===== config.mk =====
export PLATFORM = sky130hd
export DESIGN_NAME = sub_modp_flat
export DESIGN_NICKNAME = d
export VERILOG_FILES = /design/src/rtl/sub_modp_if.sv /design/src/rtl/sub_modp.sv /design/src/flat_wrapper.sv
export SDC_FILE = /design/constraint.sdc
export NUM_CORES = 2
export LEC_CHECK = 0
export ABC_AREA = 1
export BUFFER_PORTS_ARGS = -buffer_cell sky130_fd_sc_hd__buf_2
export CORE_MARGIN = 1.5
export CORE_UTILIZATION = 24
export DETAILED_ROUTE_END_ITERATION = 8
export GPL_TIMING_DRIVEN = 0
export PLACE_DENSITY = 0.43
export SLEW_MARGIN = 20
export SYNTH_ARGS = -nofsm -noshare
export SYNTH_HDL_FRONTEND = slang
export SYNTH_SLANG_ARGS = --single-unit

===== constraint.sdc =====
create_clock -name clk -period 4.85 [get_ports clk]
set_input_delay 0.2425 -clock clk [delete_from_list [all_inputs] [get_ports clk]]
set_output_delay 0.2425 -clock clk [all_outputs]
set_load 0.02 [all_outputs]

===== src/rtl/sub_modp_if.sv =====
// -----------------------------------------------------------------------------
// sub_modp_if : operand/result bundle for the Curve25519 modular subtractor.
//
// Signals
//   in_valid  : operands x, y are valid this cycle          (master -> slave)
//   x, y      : minuend / subtrahend, any value 0..2^N-1     (master -> slave)
//   out_valid : diff holds a new result this cycle           (slave -> master)
//   diff      : (x - y) mod p, canonical 0..p-1              (slave -> master)
//
// Modports
//   master : the block issuing operations (drives the operands)
//   slave  : the subtractor (drives the result)
// -----------------------------------------------------------------------------
interface sub_modp_if #(
    parameter int N = 255
);
    logic         in_valid;
    logic [N-1:0] x;
    logic [N-1:0] y;
    logic         out_valid;
    logic [N-1:0] diff;

    modport master (
        output in_valid, x, y,
        input  out_valid, diff
    );

    modport slave (
        input  in_valid, x, y,
        output out_valid, diff
    );
endinterface


===== src/rtl/sub_modp.sv =====
// -----------------------------------------------------------------------------
// sub_modp : registered modular subtractor over the Curve25519 field,
//            p = 2^255 - 19.  diff = (x - y) mod p, always canonical.
//
// Operands may be non-canonical (p..2^255-1); each is folded once into
// 0..p-1 before the subtraction, which is enough because 2^255-1 < 2p.
//
// Ports
//   clk  : system clock, rising edge
//   rst  : synchronous, active-high reset (clears valid and result)
//   bus  : sub_modp_if.slave  (in_valid, x, y  ->  out_valid, diff)
//
// Configuration
//   SUB_MODP_PIPE_EN undefined : 1-cycle latency (reduce+subtract+correct)
//   SUB_MODP_PIPE_EN defined   : 2-cycle latency, register after reduction
//   Results are identical in both builds; throughput is one per clock.
//
// Parameter N is fixed at 255 because p is tied to the operand width.
// -----------------------------------------------------------------------------
module sub_modp #(
    parameter int N = 255
) (
    input  logic      clk,
    input  logic      rst,
    sub_modp_if.slave bus
);

    // p = (2^N - 1) - 18 = 2^N - 19
    localparam logic [N-1:0] P = {N{1'b1}} - N'(18);

    // Fold an operand from 0..2^N-1 into 0..p-1 with one conditional subtract.
    function automatic logic [N-1:0] reduce_op(input logic [N-1:0] v);
        reduce_op = (v >= P) ? (v - P) : v;
    endfunction

    // Subtract two canonical values; the extra top bit carries the borrow so
    // nothing is truncated before the sign is known. Adding p back wraps
    // modulo 2^N, which lands exactly in 0..p-1.
    function automatic logic [N-1:0] sub_fold(input logic [N-1:0] a,
                                              input logic [N-1:0] b);
        logic [N:0] t;
        t        = {1'b0, a} - {1'b0, b};
        sub_fold = t[N] ? (t[N-1:0] + P) : t[N-1:0];
    endfunction

    logic         vld_p1_d, vld_p1_q;
    logic [N-1:0] diff_p1_d, diff_p1_q;

`ifdef SUB_MODP_PIPE_EN
    logic         vld_p0_d, vld_p0_q;
    logic [N-1:0] xr_p0_d, xr_p0_q;
    logic [N-1:0] yr_p0_d, yr_p0_q;

    // Stage 0: operand reduction
    always_comb begin
        vld_p0_d = bus.in_valid;
        xr_p0_d  = xr_p0_q;
        yr_p0_d  = yr_p0_q;
        if (bus.in_valid) begin
            xr_p0_d = reduce_op(bus.x);
            yr_p0_d = reduce_op(bus.y);
        end
    end

    always_ff @(posedge clk) begin
        if (rst) begin
            vld_p0_q <= 1'b0;
            xr_p0_q  <= '0;
            yr_p0_q  <= '0;
        end else begin
            vld_p0_q <= vld_p0_d;
            xr_p0_q  <= xr_p0_d;
            yr_p0_q  <= yr_p0_d;
        end
    end

    // Stage 1: subtraction and correction into the output register
    always_comb begin
        vld_p1_d  = vld_p0_q;
        diff_p1_d = diff_p1_q;
        if (vld_p0_q) begin
            diff_p1_d = sub_fold(xr_p0_q, yr_p0_q);
        end
    end
`else
    // Stage 1: reduction, subtraction and correction in one cycle
    always_comb begin
        vld_p1_d  = bus.in_valid;
        diff_p1_d = diff_p1_q;
        if (bus.in_valid) begin
            diff_p1_d = sub_fold(reduce_op(bus.x), reduce_op(bus.y));
        end
    end
`endif

    always_ff @(posedge clk) begin
        if (rst) begin
            vld_p1_q  <= 1'b0;
            diff_p1_q <= '0;
        end else begin
            vld_p1_q  <= vld_p1_d;
            diff_p1_q <= diff_p1_d;
        end
    end

    assign bus.out_valid = vld_p1_q;
    assign bus.diff      = diff_p1_q;

endmodule


===== src/flat_wrapper.sv =====
// flat-port wrapper written by rule: the top's interface ports become plain ports
module sub_modp_flat 
#(
    parameter int N = 255
)
  (clk, rst, bus_in_valid, bus_x, bus_y, bus_out_valid, bus_diff);
  sub_modp_if #(.N(N)) bus_i ();
  input  logic clk;
  input  logic rst;
  input wire logic [$bits(bus_i.in_valid)-1:0] bus_in_valid;
  input wire logic [$bits(bus_i.x)-1:0] bus_x;
  input wire logic [$bits(bus_i.y)-1:0] bus_y;
  output wire logic [$bits(bus_i.out_valid)-1:0] bus_out_valid;
  output wire logic [$bits(bus_i.diff)-1:0] bus_diff;
  assign bus_i.in_valid = bus_in_valid;
  assign bus_i.x = bus_x;
  assign bus_i.y = bus_y;
  assign bus_out_valid = bus_i.out_valid;
  assign bus_diff = bus_i.diff;
  sub_modp #(.N(N)) u_core (.clk(clk), .rst(rst), .bus(bus_i));
endmodule

=== Yosys cells after proc, flatten, opt, wreduce, memory -nomap -nowiden ===
Cells that the tools add are included.

* $lt $le $gt $ge: 2
* Muxes and demuxes: 3
* $add $sub $neg: 4

{| class="wikitable"
|+ Operator list
! cell !! count
|-
| 255-bit 2-to-1 mux || 3
|-
| 255-bit greater-or-equal comparator, second input constant || 2
|-
| 255-bit subtractor, second input constant || 2
|-
| 255-bit by 255-bit subtractor with 256-bit output || 1
|-
| 255-bit adder, second input constant || 1
|}

* Register bits: 256
* Input bits: 513
* Output and inout port bits: 256
* Word-level logic and storage cells: 11

=== Longest topological paths before layout ===
* Word-level depth: 5
* Gate-level depth with buffers: 48

=== Worst setup path after synthesis ===
OpenSTA, ideal clock, no wires.

* Kind: input-to-reg
* From: in bus_x[0]
* To: reg u_core.diff_p1_q[221], in the netlist u_core.bus.diff[221]
* Path slack: -427 ps
* Path buffers: 3
* Required time: 4737 ps
* Cell stages on the path: 41
* Arrival: 5164 ps
* Library setup time: 113 ps
* Cells stage by stage: inv_1 > a21oi_1 > a21oi_1 > nor4_1 > nand3_1 > nor4_1 > nand3_1 > nor3_1 > nand4_1 > nor3_1 > nand4_1 > nand2_1 > and3_1 > clkbuf_1 > buf_2 > buf_1 > nor2_1 > ha_1 > [5 not listed] > nor2_2 > nand2_1 > nor3_1 > nand2_1 > nand3_1 > nand2_1 > nand2_1 > nand2_1 > nor2_1 > nand2_1 > nor2_1 > nand3_1 > nor2_1 > nand2_1 > nand2_1 > nand2_1 > o21ai_1 > inv_1

* Longest elaborated chain between the ends: 5

{| class="wikitable"
|+ RTL lines
! element !! RTL line !! text
|-
| from (decl) || flat_wrapper.sv:11 || <nowiki>input wire logic [$bits(bus_i.x)-1:0] bus_x;</nowiki>
|-
| 255-bit subtractor / 255-bit greater-or-equal comparator (equally long branches) || sub_modp.sv:33 || <nowiki>reduce_op = (v >= P) ? (v - P) : v;</nowiki>
|-
| 255-bit 2-to-1 mux * || sub_modp.sv:33 ||
|-
| 255-bit by 255-bit subtractor with 256-bit output * || sub_modp.sv:42 || <nowiki>t = {1'b0, a} - {1'b0, b};</nowiki>
|-
| 255-bit adder || sub_modp.sv:43 || <nowiki>sub_fold = t[N] ? (t[N-1:0] + P) : t[N-1:0];</nowiki>
|-
| 255-bit 2-to-1 mux * || sub_modp.sv:43 ||
|-
| to (signal assigned) || sub_modp.sv:102 || <nowiki>diff_p1_q <= diff_p1_d;</nowiki>
|-
| to (decl) || sub_modp.sv:47 || <nowiki>logic [N-1:0] diff_p1_d, diff_p1_q;</nowiki>
|}

Mark *: on every way between the ends. The rest lies on a longest branch, timed or not.
A chain may end at the register's enable or synchronous reset.

=== Worst setup path in the final report ===
* From: in bus_x[0]
* To: reg u_core.diff_p1_q[206], in the netlist u_core.bus.diff[206]

Same word-level chain as after synthesis.

==> qor.tcl <==
set qor(run_status) {finished, violations left}
set qor(violations) {setup timing}
set qor(synth.yosys.warnings) 0
set qor(grt_setup_unrepaired) {yes}
set qor(floorplan.die_area_sq_mm) 0.2523
set qor(max_slew.worst_pin.slew_ns) 1.379
set qor(cpMaxStageDelayCell) {sky130_fd_sc_hd__nor3_4}
set qor(timing.setup.tns_ns) -547.44
set qor(initial_drc_count) 7277
set qor(first_global_vias) 80910
set qor(detailroute.via_count) 85990
set qor(final_layout_size_suffix_gt1_share_pct) 33.82
set qor(synthToLayoutAreaGrowth_pct) 52.19
set qor(cp_data_required_time_ns) 5.33
set qor(end_kind) {flip-flop}
set qor(port_buffers) 766
set qor(worstPathArrival_ns) 7.89
set qor(floorplan.io_pins) 769
set qor(cts_max_path_buffers) 3
set qor(hold_path_class) {input port to flip-flop}
set qor(max_clock_freq_mhz) 134.9
set qor(startpoint_type) {input port}
set qor(buf_inv_stages_crit_path) 9
set qor(filler_cell_count) 29040
set qor(seq_area_frac_synth_pct) 8.566
set qor(die-height_microns) 502.3
set qor(setup-violations-final) 255
set qor(internal_power_mw) 7.031
set qor(worst_case_register_to_register_setup_slack_ns) 3.69
set qor(grt.busiest_layer) {met2}
set qor(yosys.area.top_type) {sky130_fd_sc_hd__nand2_1}
set qor(main_flop_type_after_synthesis) {sky130_fd_sc_hd__dfxtp_1}
set qor(detailed_place.area_sq_mm) 0.06851
set qor(cts.sinks) 256
set qor(final_hold_viol_count) 0
set qor(number_of_detailed_routing_iterations_run_before_antenna_repair) 8
set qor(clock_tree.htree_level_count) 1
set qor(power_switching_share_pct) 58.50
set qor(mappedNetlistNets) 13560
set qor(initial_utilization_pct) 24.10
set qor(global_route.usage.total_pct) 37.70
set qor(comb_power_share_pct) 72.1
set qor(number_of_synthesized_flops_with_an_enable_pin) 0
set qor(yosys.cell_types.count) 58
set qor(clkSlewWorstSetupHoldPaths_ns) 0.07
set qor(stdcell_area_sq_mm) 0.09105
set qor(hpwl_microns) 448700
set qor(critical-path-max-stage-delay_ns) 0.51
set qor(post_synth_instance_area_sq_mm) 0.05983
set qor(root_buffer) {sky130_fd_sc_hd__clkbuf_16}
set qor(worstReg2RegEnd) {u_core.bus.diff[208]$_SDFFE_PP0P_}
set qor(place.gp.congestion) 1.067
set qor(cts_tree) {done}
set qor(critical_path.most_common_cell) {sky130_fd_sc_hd__nand2_2}
set qor(multiInputGateArea_sq_mm) 0.06006
set qor(storage_cell_area_sq_mm) 0.005125
set qor(first_pass_grt_wire_length_microns) 653500
set qor(coreArea_sq_mm) 0.2482
set qor(grt_antenna_before_repair) 27
set qor(grt.overflow.total) 0
set qor(fp-row-count) 183
set qor(synth.top_cell.area_share_pct) 31.40
set qor(path_max_fanout) 10
set qor(grt_start_max_net_pins) 15
set qor(cell_type_group_with_the_largest_total_delay_on_the_critical_path) {simple AND/OR/NAND/NOR gates}
set qor(max-vdd-ir-drop_mv) 0.2087
set qor(static-leakage-power_nw) 49.01
set qor(global_route.usage.met3_pct) 4.395
set qor(worst_relative_slew_slack_pct) 8.039
set qor(fin_cells) 17500
set qor(synthMostInstantiatedCell) {sky130_fd_sc_hd__nand2_1}
set qor(p_clk_share_pct) 13.3
set qor(via_per_inst) 4.914
set qor(report.final.slew_viol_count) 0
set qor(netlist_instances) 12780
set qor(totalWireLength_microns) 495300
set qor(hold_path.startpoint) {bus_in_valid}
set qor(finalCritPeriodShare_pct) 152.8
set qor(max_cap_violations) 0
set qor(netSwitchingPower_mw) 9.911
set qor(route.antenna.remaining_nets) 0
set qor(path_class) {input port to flip-flop}
set qor(cell_pwr_density_mw_per_mm2) 186.1
set qor(dieWidth_microns) 502.3
set qor(final.setup_skew_ns) 0
set qor(global_route.usage.met1_pct) 46.36
set qor(leading_post_synthesis_cells_by_cell_area) {sky130_fd_sc_hd__nand2_1 31%, sky130_fd_sc_hd__inv_1 18%, sky130_fd_sc_hd__nor2_1 12%, sky130_fd_sc_hd__dfxtp_1 8.6%, sky130_fd_sc_hd__ha_1 5.4%}
set qor(worstHoldEndpoint) {u_core.bus.diff[70]$_SDFFE_PP0P_}
set qor(syn_avg_cell_area_sq_um) 4.680
set qor(synth.top_cells.by_count) {5,004 x sky130_fd_sc_hd__nand2_1, 2,798 x sky130_fd_sc_hd__inv_1, 1,858 x sky130_fd_sc_hd__nor2_1, 649 x sky130_fd_sc_hd__nand3_1, 354 x sky130_fd_sc_hd__a21oi_1}
set qor(reg2reg_from) {u_core.bus.diff[208]$_SDFFE_PP0P_}
set qor(share_seq_of_total_power_pct) 14.7
set qor(grt.met2_usage_pct) 61.46
set qor(clkLatencyLatePin_ns) 0.61
set qor(post-place-cells) 16890
set qor(timing.final.ws_setup_ns) -2.563
set qor(dr_wl_cell_microns) 28.30
set qor(post-route-min-period_ns) 7.413
set qor(nNetsFinal) 14910
set qor(number_of_cts_inserted_buffers) 27
set qor(drc) 0
set qor(min_path_cells) 6
set qor(r2r.worst_path.cells) 2
set qor(ys_seq_elements) 256
set qor(async_flop_share_pct) 0
-- cell type report --
| class | instances | area share [%] |
|---|---|---|
| inverters | 2851 | 11.85 |
| diodes | 15 | 0.04122 |
| clock inverters | 14 | 0.1773 |
| well taps | 3330 | 4.576 |
| clock buffers | 34 | 0.8259 |
| flip-flops and latches | 256 | 5.628 |
| plain buffers | 141 | 0.8849 |
| repair buffers | 1325 | 10.06 |
| multi-input cells | 9534 | 65.96 |
-- cell usage in the layout, fill, tap and decap left out, types with 165 or more instances in the layout --
cell	netlist	layout
sky130_fd_sc_hd__a21oi_1	354	178
sky130_fd_sc_hd__nor2_2	128	356
sky130_fd_sc_hd__inv_2	43	170
sky130_fd_sc_hd__nand3_1	649	478
sky130_fd_sc_hd__buf_2	9	771
sky130_fd_sc_hd__buf_4	3	453
sky130_fd_sc_hd__dfxtp_1	256	256
sky130_fd_sc_hd__nor2_4	27	628
sky130_fd_sc_hd__nand4_1	241	241
sky130_fd_sc_hd__nand2_2	100	924
sky130_fd_sc_hd__o21ai_0	216	165
sky130_fd_sc_hd__nand2_4	4	498
sky130_fd_sc_hd__inv_1	2798	2647
sky130_fd_sc_hd__nand2_1	5004	3670
sky130_fd_sc_hd__nor2_1	1858	1029
-- power groups by stage --
stage	registers [mW]	logic (mW)	clock network (mW)
4_1_cts	2.48	10.8	2.28
6_report	2.49	12.2	2.24
3_5_place_dp	2.53	9.28	0
3_3_place_gp	2.53	9.31	0
2_1_floorplan	2.70	4.54	0
5_1_grt	2.49	12.7	2.36
-- tightest hold or removal path, cell delays in order --
cell	delay, ns
sky130_fd_sc_hd__clkbuf_1	0.23
sky130_fd_sc_hd__clkinv_1	0.29
sky130_fd_sc_hd__a21oi_1	0.06
sky130_fd_sc_hd__o21ai_0	0.07
sky130_fd_sc_hd__o211ai_1	0.08
sky130_fd_sc_hd__inv_1	0.05
-- worst max path at each step --
stage / slack [ns] / startpoint / depth (start not counted) / end
after floorplan: -0.03 / bus_x[1] / 43 / u_core.bus.diff[214]$_SDFFE_PP0P_
after global placement: -9.29 / bus_y[253] / 32 / u_core.bus.diff[244]$_SDFFE_PP0P_
after detailed placement: -7.36 / bus_x[1] / 42 / u_core.bus.diff[244]$_SDFFE_PP0P_
after CTS: -2.55 / bus_x[0] / 41 / u_core.bus.diff[235]$_SDFFE_PP0P_
after global routing: -2.67 / bus_x[121] / 41 / u_core.bus.diff[209]$_SDFFE_PP0P_
final: -2.56 / bus_x[0] / 44 / u_core.bus.diff[206]$_SDFFE_PP0P_
-- sequential cells by signal (all words and copies together) (netlist names) --
| name | count |
|---|---|
| u_core.bus.out_valid | 1 |
| u_core.bus.diff | 255 |
-- routing by layer --
metal | vias up | part of all wire, %
li1 | 41410 | -
met4 | 6 | 8.9
met1 | 40390 | 41
met2 | 3268 | 44
met3 | 915 | 6.3
met5 | - | 0.0059
-- cells by family (layout without fill, tap and decap cells) --
logic type	count (synthesis)	in the layout	synth area share, %
xor gates and xnor gates	87	87	1.274
AOI/OAI and AO/OA	780	780	7.366
buffers and inverters	2994	4365	18.83
DFF	256	256	8.566
other	0	15	0
and+or+nand+nor	8406	8406	58.49
adders and majority gates	261	261	5.471
-- repair_timing --
| item | CTS | global route |
|---|---|---|
| gates resized for setup | 2766 | 1739 |
| pin swaps | 362 | 535 |
| endpoints found under the setup margin | 255 | 255 |
| buffers inserted | 295 | 246 |
| hold buffers | 0 | 0 |
| cloned | 3 | 2 |
-- per-stage QoR --
step | worst slack, ns | hold WS (ns) | power [mW] | utilization (%)
after global placement | -9.288 | 0.4687 | 11.83 | 27.50
after global routing | -2.667 | 0.5006 | 17.57 | 36.67
after detailed placement | -7.359 | 0.4637 | 11.81 | 27.60
after floorplan | -0.03333 | 0.5440 | 7.236 | -
final | -2.563 | 0.4621 | 16.94 | 36.69
after CTS | -2.545 | 0.4403 | 15.56 | 33.33
Note: power is estimated with default switching activity, not from simulation.
